## config.mk

```make
export PLATFORM = sky130hd
export DESIGN_NAME = p2s_burst_dbuf
export DESIGN_NICKNAME = d
export VERILOG_FILES = /design/src/rtl/p2s_burst_dbuf.sv
export SDC_FILE = /design/constraint.sdc
export NUM_CORES = 1
export LEC_CHECK = 0
export CAP_MARGIN = 20
export CORE_MARGIN = 2
export CORE_UTILIZATION = 35
export CTS_CLUSTER_SIZE = 16
export DETAILED_ROUTE_END_ITERATION = 12
export GPL_TIMING_DRIVEN = 0
export REMOVE_ABC_BUFFERS = 1
export SLEW_MARGIN = 5
export SYNTH_ARGS = -nofsm -noshare
export SYNTH_HDL_FRONTEND = slang
export SYNTH_SLANG_ARGS = --single-unit
```

## constraint.sdc

```tcl
create_clock -name clk -period 91.8 [get_ports clk]
set_input_delay 18.36 -clock clk [delete_from_list [all_inputs] [get_ports clk]]
set_output_delay 18.36 -clock clk [all_outputs]
set_load 0.05 [all_outputs]
```

## src/rtl/p2s_burst_dbuf.sv

```systemverilog
// p2s_burst_dbuf: parallel-to-serial write-data serializer for the DDR
// app_wdf_* path. Each accepted parallel word carries its own beat count.
// Two ping-pong slots let a second word wait while the first drains, so
// consecutive bursts stream with no idle beat. Every output is driven from
// registered state only; none of them depends combinationally on app_wdf_rdy.
module p2s_burst_dbuf #(
    parameter int MAX_SEQ_CNT    = 8,
    parameter int APP_DATA_WIDTH = 64,
    parameter int LEN_W          = $clog2(MAX_SEQ_CNT + 1),
    parameter int BCNT_W         = 16
) (
    input  logic                                  clk,
    input  logic                                  rst_n,
    input  logic                                  par_valid,
    output logic                                  par_ready,
    input  logic [APP_DATA_WIDTH*MAX_SEQ_CNT-1:0] par,
    input  logic [LEN_W-1:0]                      par_len,
    input  logic                                  app_wdf_rdy,
    output logic [APP_DATA_WIDTH-1:0]             seq,
    output logic                                  seq_valid,
    output logic                                  seq_last,
    output logic                                  busy,
    output logic                                  err_len,
    output logic [BCNT_W-1:0]                     burst_cnt
);

    localparam int BEAT_W = $clog2(MAX_SEQ_CNT);
    localparam int PAR_W  = APP_DATA_WIDTH * MAX_SEQ_CNT;

    // Ping-pong slot storage; data needs no reset because occupancy gates it.
    logic [PAR_W-1:0]  slot_par_q [2];
    logic [LEN_W-1:0]  slot_len_q [2];

    logic              wr_ptr_q,    wr_ptr_d;
    logic              rd_ptr_q,    rd_ptr_d;
    logic [1:0]        occ_q,       occ_d;
    logic [BEAT_W-1:0] beat_q,      beat_d;
    logic              par_ready_q, par_ready_d;
    logic              err_len_q,   err_len_d;
    logic [BCNT_W-1:0] burst_cnt_q, burst_cnt_d;

    logic                      have_word;
    logic                      is_last;
    logic [LEN_W-1:0]          cur_len;
    logic                      beat_xfer;
    logic                      pop_word;
    logic                      push_hs;
    logic                      len_ok;
    logic                      store_word;
    logic [APP_DATA_WIDTH-1:0] beat_data [MAX_SEQ_CNT];

    // Slice the word in the read slot into individual beats.
    generate
        for (genvar gi = 0; gi < MAX_SEQ_CNT; gi++) begin : g_beats
            assign beat_data[gi] = slot_par_q[rd_ptr_q][gi*APP_DATA_WIDTH +: APP_DATA_WIDTH];
        end
    endgenerate

    assign have_word  = (occ_q != 2'd0);
    assign cur_len    = slot_len_q[rd_ptr_q];
    assign is_last    = have_word && (LEN_W'(beat_q) == (cur_len - LEN_W'(1)));
    assign beat_xfer  = have_word && app_wdf_rdy;
    assign pop_word   = beat_xfer && is_last;
    assign push_hs    = par_valid && par_ready_q;
    assign len_ok     = (par_len != '0) && (par_len <= LEN_W'(MAX_SEQ_CNT));
    assign store_word = push_hs && len_ok;

    assign seq       = have_word ? beat_data[beat_q] : '0;
    assign seq_valid = have_word;
    assign seq_last  = is_last;
    assign busy      = have_word;
    assign par_ready = par_ready_q;
    assign err_len   = err_len_q;
    assign burst_cnt = burst_cnt_q;

    // Next-state: beat stepping, pointer toggles, occupancy and sticky error.
    always_comb begin
        wr_ptr_d    = wr_ptr_q;
        rd_ptr_d    = rd_ptr_q;
        occ_d       = occ_q;
        beat_d      = beat_q;
        burst_cnt_d = burst_cnt_q;
        err_len_d   = err_len_q | (push_hs & ~len_ok);

        if (beat_xfer) begin
            if (is_last) begin
                beat_d      = '0;
                rd_ptr_d    = ~rd_ptr_q;
                burst_cnt_d = burst_cnt_q + BCNT_W'(1);
            end else begin
                beat_d = beat_q + BEAT_W'(1);
            end
        end

        if (store_word) begin
            wr_ptr_d = ~wr_ptr_q;
        end

        case ({store_word, pop_word})
            2'b10:   occ_d = occ_q + 2'd1;
            2'b01:   occ_d = occ_q - 2'd1;
            default: occ_d = occ_q;
        endcase

        // Registered ready: a pop while full only opens the gate next cycle.
        par_ready_d = (occ_d < 2'd2);
    end

    // Control state register; reset drops any buffered words on the spot.
    always_ff @(posedge clk) begin
        if (!rst_n) begin
            wr_ptr_q    <= 1'b0;
            rd_ptr_q    <= 1'b0;
            occ_q       <= 2'd0;
            beat_q      <= '0;
            par_ready_q <= 1'b0;
            err_len_q   <= 1'b0;
            burst_cnt_q <= '0;
        end else begin
            wr_ptr_q    <= wr_ptr_d;
            rd_ptr_q    <= rd_ptr_d;
            occ_q       <= occ_d;
            beat_q      <= beat_d;
            par_ready_q <= par_ready_d;
            err_len_q   <= err_len_d;
            burst_cnt_q <= burst_cnt_d;
        end
    end

    // Capture a legal word into the slot selected by the write pointer.
    always_ff @(posedge clk) begin
        if (store_word) begin
            slot_par_q[wr_ptr_q] <= par;
            slot_len_q[wr_ptr_q] <= par_len;
        end
    end

endmodule

```

======== Yosys cells after proc, flatten, opt, wreduce, memory -nomap -nowiden ========
Memories as Yosys holds them, arrays and structs flattened. A register that Yosys moved wholly into a read port is not among the register bits.
Index checks and enable logic that the tools add are counted.
word-level totals
  output and inout bits ................... 85
  bits in writable memories ............... 1,032
  flip-flop bits (word level) ............. 25
  input bits .............................. 520
  memories ................................ 2
memories
  memory      words  width  read ports  clocked after memory_dff  write ports  RTL line  RTL
  slot_par_q  2      512    1           1                         1            31        logic [PAR_W-1:0] slot_par_q [2];
  slot_len_q  2      4      1           1                         1            32        logic [LEN_W-1:0] slot_len_q [2];
operators by class
  eq/ne operators ......................... 3
  $lt $le $gt $ge ......................... 3
  bitwise operators ....................... 6
  mux-type cells .......................... 12
  $add $sub $neg .......................... 5
  reduce and logical (&&, ||, !) cells .... 9
operators by type and width
  kind                                                                   number
  64-bit binary-select mux with 3-bit select                             1
  64-bit 2-to-1 mux                                                      3
  16-bit by 1-bit adder with 16-bit output, second input constant        1
  1-bit logical AND                                                      6
  1-bit 2-to-1 mux                                                       6
  3-bit by 4-bit equality test with 1-bit output                         1
  4-bit greater-or-equal comparator, second input constant               1
  4-bit less-or-equal comparator, second input constant                  1
  3-bit NOT with 4-bit output                                            1
  2-bit one-hot mux with 2 select lines                                  1
  4-bit nonzero test                                                     1
  4-bit by 1-bit subtractor with 4-bit output, second input constant     1
  3-bit by 1-bit adder with 3-bit output, second input constant          1
  3-bit 2-to-1 mux                                                       1
  1-bit NOT                                                              3
  2-bit by 1-bit adder with 2-bit output, second input constant          1
  2-bit by 1-bit equality test with 1-bit output, second input constant  1
  2-bit equality test, second input constant                             1
  2-bit < comparator, second input constant                              1
  2-bit AND reduction                                                    1
  2-bit nonzero test                                                     1
  2-bit by 1-bit subtractor with 2-bit output, second input constant     1
  1-bit AND                                                              1
  1-bit OR                                                               1

======== Longest topological paths before layout ========
  depth after elaboration ................. 7
  gate-level depth with buffers ........... 14
  mapped depth without buffers ............ 11

======== Least setup slack after synthesis ========
No wires, ideal clock.
  path kind ............................... input to register
  start point ............................. input par_len[1]
  end point ............................... memory slot_len_q[0][0] (netlist bit), enable pin
  arrival time ............................ 40.337 ns
  path buffers ............................ 0
  stages on the path ...................... 4
  setup slack ............................. 50.052 ns
  setup time .............................. 1.410 ns
  path through ............................ nor3_1 > xnor2_1 > nand3_1 > nor2_1
between the ends
  cells in the longest elaborated chain, start to end .. 5
  elaborated cells on any way between the ends .. 6
  classes of those cells .................. 1 x order compare; 2 x mux; 3 x reduce/logical
ends and longest elaborated chain
  what                                                                         RTL line  RTL
  from (decl)                                                                  17        input logic [LEN_W-1:0] par_len,
  4-bit less-or-equal comparator / 4-bit nonzero test (equally long branches)  65        assign len_ok = (par_len != '0) && (par_len <= LEN_W'(MAX_SEQ_CNT));
  1-bit logical AND *                                                          65
  1-bit logical AND *                                                          66        assign store_word = push_hs && len_ok;
  1-bit 2-to-1 mux *                                                           132       if (store_word) begin
  1-bit 2-to-1 mux (implied by the code) *                                     134       slot_len_q[wr_ptr_q] <= par_len;
  to (decl)                                                                    32
Mark *: on every way between the ends. The rest lies on a longest branch, timed or not.

==> flow_results.org <==
** Run status
- Result of the run :: finished clean

** Synth
- Cells taking the most area after synthesis :: sky130_fd_sc_hd__edfxtp_1 (77%), sky130_fd_sc_hd__mux4_2 (18%), sky130_fd_sc_hd__dfxtp_1 (1.3%)
- Flip-flop and latch count after synthesis :: 1058
- sky130_fd_sc_hd__edfxtp_1 takes more of the synthesized area than any other cell.
- Post-synth design cell area :: approximately 41000 um^2
- Number of synthesis warnings :: 0
- Most common cell in the netlist :: sky130_fd_sc_hd__edfxtp_1
- Post-synth EDFFs :: 1032
- Ranking of synthesized cells by instance count :: sky130_fd_sc_hd__edfxtp_1 (1032), sky130_fd_sc_hd__mux4_2 (320), sky130_fd_sc_hd__and2_1 (66), sky130_fd_sc_hd__clkbuf_1 (45), sky130_fd_sc_hd__dfxtp_1 (26)
- Dividing the synthesized area by the synthesized cell count gives approximately 24 um^2.
- The number of different library cells used by synthesis comes to 37.
- The share of the Yosys chip area taken by registers is 0.778.
- Number of standard cells after synthesis :: between 1500 and 2000
- Of all flip-flops after synthesis, the portion carrying an async set or reset was 0.
- For this run, the leading register cell type out of synthesis is sky130_fd_sc_hd__edfxtp_1.
- Share of the synthesized area in the top cell type :: 0.765

** Power
- Power density normalized to cell area :: 19.9 nW/um^2
- Static Leakage :: 16.3 nW
- Post-layout power :: ~1.1 mW
- Largest voltage drop on the vdd net :: 16.1 uV

** Worst setup path
- For the worst setup path, the data required time is 73440 ps.
- Worst path top cell family by delay :: buffers and inverters
- Delay contributed by the slowest stage of the critical path :: between 800 and 900 ps
- On the critical path, the stage with the largest delay is an instance of sky130_fd_sc_hd__dfxtp_4.
- In this run the worst path has a maximum fanout of 38.
- The critical path contains buffers and inverters numbering 5 combined.
- Among the stages of the critical path, the cell type that occurs most often is sky130_fd_sc_hd__buf_16.
- The signal on the critical path passes through buf_16, buf_16, buf_16, buf_12, mux4_2, mux4_2, and2_1, clkdlybuf4s50_1.
- The worst setup path is launched from a register.
- Type of the worst setup path :: register to primary output
- For the worst setup path, the data arrival time is 4890 ps.
- The worst setup path is captured at a primary output.

** Global route
- Global routing finished with a remaining overflow of 0.
- Pin count of the biggest net entering global routing :: 55
- Across every metal layer, demand over resource in global routing totals 0.157.
- Global-route wire length before repair :: roughly 140000 um
- Vias in the first global route :: between 20000 and 25000
- Antenna violations before repair :: 47

** STA
- Across all setup checks in the final design, the least slack found is around 70000 ps.
- Clock period minus worst slack :: 23250 ps
- Maximum clock frequency :: 43.0 MHz
- The final-report hold violation count came to 0.
- Setup repair after global routing left no endpoint under its margin.
- In the finished design, the share of the clock period the worst path needs comes to 0.253.
- For the pin with the worst max-slew slack, the measured transition is approximately 1100 ps.
- Setup violations remaining at the end of the flow were counted as 0.
- Post-route worst hold slack :: 489 ps
- Adding up every negative setup slack in the final design gives 0 ps.
- Worst slew margin :: 0.280
- The max-slew violation count came to 0.
- Worst clock skew :: roughly 19 ps

** Clocking
- Level count of the clock H-tree :: 3
- Clock buffer depth :: 3
- TritonCTS sink count :: between 1000 and 1500
- Buffers inserted during clock tree synthesis total 113.
- The tree is rooted in a sky130_fd_sc_hd__clkbuf_16.
- Cts repair resizes :: 0
- Clock tree from TritonCTS :: built
- Skew-Pair Late Insertion Delay :: between 600 and 700 ps
- Hold Buf Count CTS :: 0
- Number of buffers added for setup after CTS :: 0
- Clock edge transition at the registers on the reported setup and hold paths :: roughly 60 ps

** Drt
- The highest layer touched by signal routing is met5.
- TritonRoute pass-1 iters :: 5
- DRT Wirelength :: ~94000 um
- Using the TritonRoute via totals, the vias-per-cell ratio works out to 4.95.
- Drc violations :: 0
- For this block, the initial DRC count from the detailed router was around 1100.
- Via count :: 19700
- In the detailed route, the total length drawn on met3 is about 8000 um.
- After detailed routing, the wire length on met1 is 34700 um.
- The detail route stage leaves a number of antenna-violating nets equal to 0.
- Detailed routing placed a total of between 40000 and 50000 um of wire on met2.
- Dividing the detail-routed wire length by the instance count gives ~24 um.

** Job
- Number of max-cap violations :: 0

** Placed design
- Port buffer count :: 604
- Detailed placement ended at an HPWL of 64700 um.
- At the placement stage, the worst setup path has a slack of slightly below 70000 ps.
- The congestion estimate from routability-driven global placement came to roughly 0.77.

** Layout
- Relative to the synthesized area, the layout overhead comes to 30.8%.
- Fraction of final layout cells sized beyond drive strength 1 :: 0.223
- Multi-input gate area :: 8470 um^2
- Fill count :: around 9500
- The net count of the finished layout is approximately 2900.
- The sequential cells in the finished layout cover a total of about 32000 um^2.

** Floorplanning
- Chip height :: between 300 and 400 um
- Die X-Extent :: roughly 340 um
- Area of the die :: 118000 um^2
- The initial utilization of the core area, before any placement, comes to 0.354.
- Number of I/O pins :: between 600 and 700
- # rows :: approximately 120
- The core region is 115000 um^2.

** Worst hold path
- Worst hold-check path type :: register to register
==> per-stage QoR <==
stage               std cells   util  instance area [um^2]
finish                   3975  0.463                 53000
global route             3970  0.463                 53000
CTS                      3958  0.462                 52900
detailed placement       3747  0.430                 49200
global placement         3692  0.418                 47900
floorplan                1576      -                 40000
==> cells in the final DEF (no fill, tap or decap), types with 9 or more instances in the layout <==
cell type / synthesis / layout
sky130_fd_sc_hd__mux4_2: 320 / 320
sky130_fd_sc_hd__dfxtp_1: 26 / 23
sky130_fd_sc_hd__mux2i_1: 11 / 11
sky130_fd_sc_hd__and2_1: 66 / 66
sky130_fd_sc_hd__nand2b_1: 10 / 10
sky130_fd_sc_hd__buf_12: 0 / 29
sky130_fd_sc_hd__diode_2: 0 / 17
sky130_fd_sc_hd__buf_16: 0 / 26
sky130_fd_sc_hd__clkinv_1: 0 / 24
sky130_fd_sc_hd__edfxtp_1: 1032 / 1032
sky130_fd_sc_hd__nor2_1: 11 / 9
sky130_fd_sc_hd__clkdlybuf4s50_1: 0 / 604
sky130_fd_sc_hd__nand2_1: 16 / 16
sky130_fd_sc_hd__clkbuf_16: 0 / 116
sky130_fd_sc_hd__bufinv_16: 0 / 10
sky130_fd_sc_hd__nand3_1: 12 / 12
sky130_fd_sc_hd__clkinv_2: 0 / 20
sky130_fd_sc_hd__clkbuf_1: 45 / 25
==> kinds of logic after synthesis <==
kind of cell | share of synthesized area
compound gates | 0.00476
xor+xnor | 0.00195
fa+ha+maj | 0.00124
buf+inv | 0.0135
flops | 0.778
mux | 0.181
simple gates | 0.0200
==> final timing paths <==
kind                                                  from                      endpoint  slack (ps)  cells after the start
worst max register to register        par_ready$_SDFF_PN0_  slot_par_q[0][495]$_DFFE_PP_       88280                     10
worst min-delay path            burst_cnt[15]$_SDFFE_PN0P_    burst_cnt[15]$_SDFFE_PN0P_         490                      2
worst min register to register  burst_cnt[15]$_SDFFE_PN0P_    burst_cnt[15]$_SDFFE_PN0P_         490                      2
worst max-delay path                              register                       seq[45]       68550                      8
==> worst register-to-register path: stages (launching register included) <==
cell	delay [ps]
sky130_fd_sc_hd__dfxtp_1	410
sky130_fd_sc_hd__nand3_1	300
sky130_fd_sc_hd__nor2_4	640
sky130_fd_sc_hd__buf_12	280
sky130_fd_sc_hd__buf_12	250
sky130_fd_sc_hd__buf_12	250
sky130_fd_sc_hd__buf_12	240
sky130_fd_sc_hd__buf_12	230
sky130_fd_sc_hd__buf_16	190
sky130_fd_sc_hd__buf_12	210
sky130_fd_sc_hd__buf_16	210
==> layout make-up <==
cell class	count	share of cell area
Inverter	4	0.000425
Sequential cell	1058	0.595
Clock inverter	68	0.0128
Timing Repair Buffer	659	0.139
Antenna cell	17	0.000803
Multi-Input combinational cell	514	0.160
Clock buffer	143	0.0571
Tap cell	1512	0.0357
==> where the power goes <==
part / total (mW) / switching, mW / internal (mW) / leakage [nW]
clock: 0.448 / 0.186 / 0.262 / 1.80
combinational: 0.0602 / 0.0261 / 0.0341 / 4.97
sequential: 0.545 / 0.00255 / 0.543 / 9.58
==> registers in the layout, indices dropped and copies added (netlist names), named ones only <==
| name | flops |
|---|---|
| wr_ptr_q | 1 |
| slot_par_q | 1024 |
| rd_ptr_q | 1 |
| beat_q | 3 |
| slot_len_q | 8 |
| err_len | 1 |
| par_ready | 1 |
| burst_cnt | 16 |
| occ_q | 1 |
==> per-layer routing <==
metal | vias up | global-route usage
met5 | - | 0
met4 | 62 | 0.0512
li1 | 8600 | -
met3 | 203 | 0.0547
met2 | 652 | 0.270
met1 | 10200 | 0.184
Power figures use the tool's default switching activity.
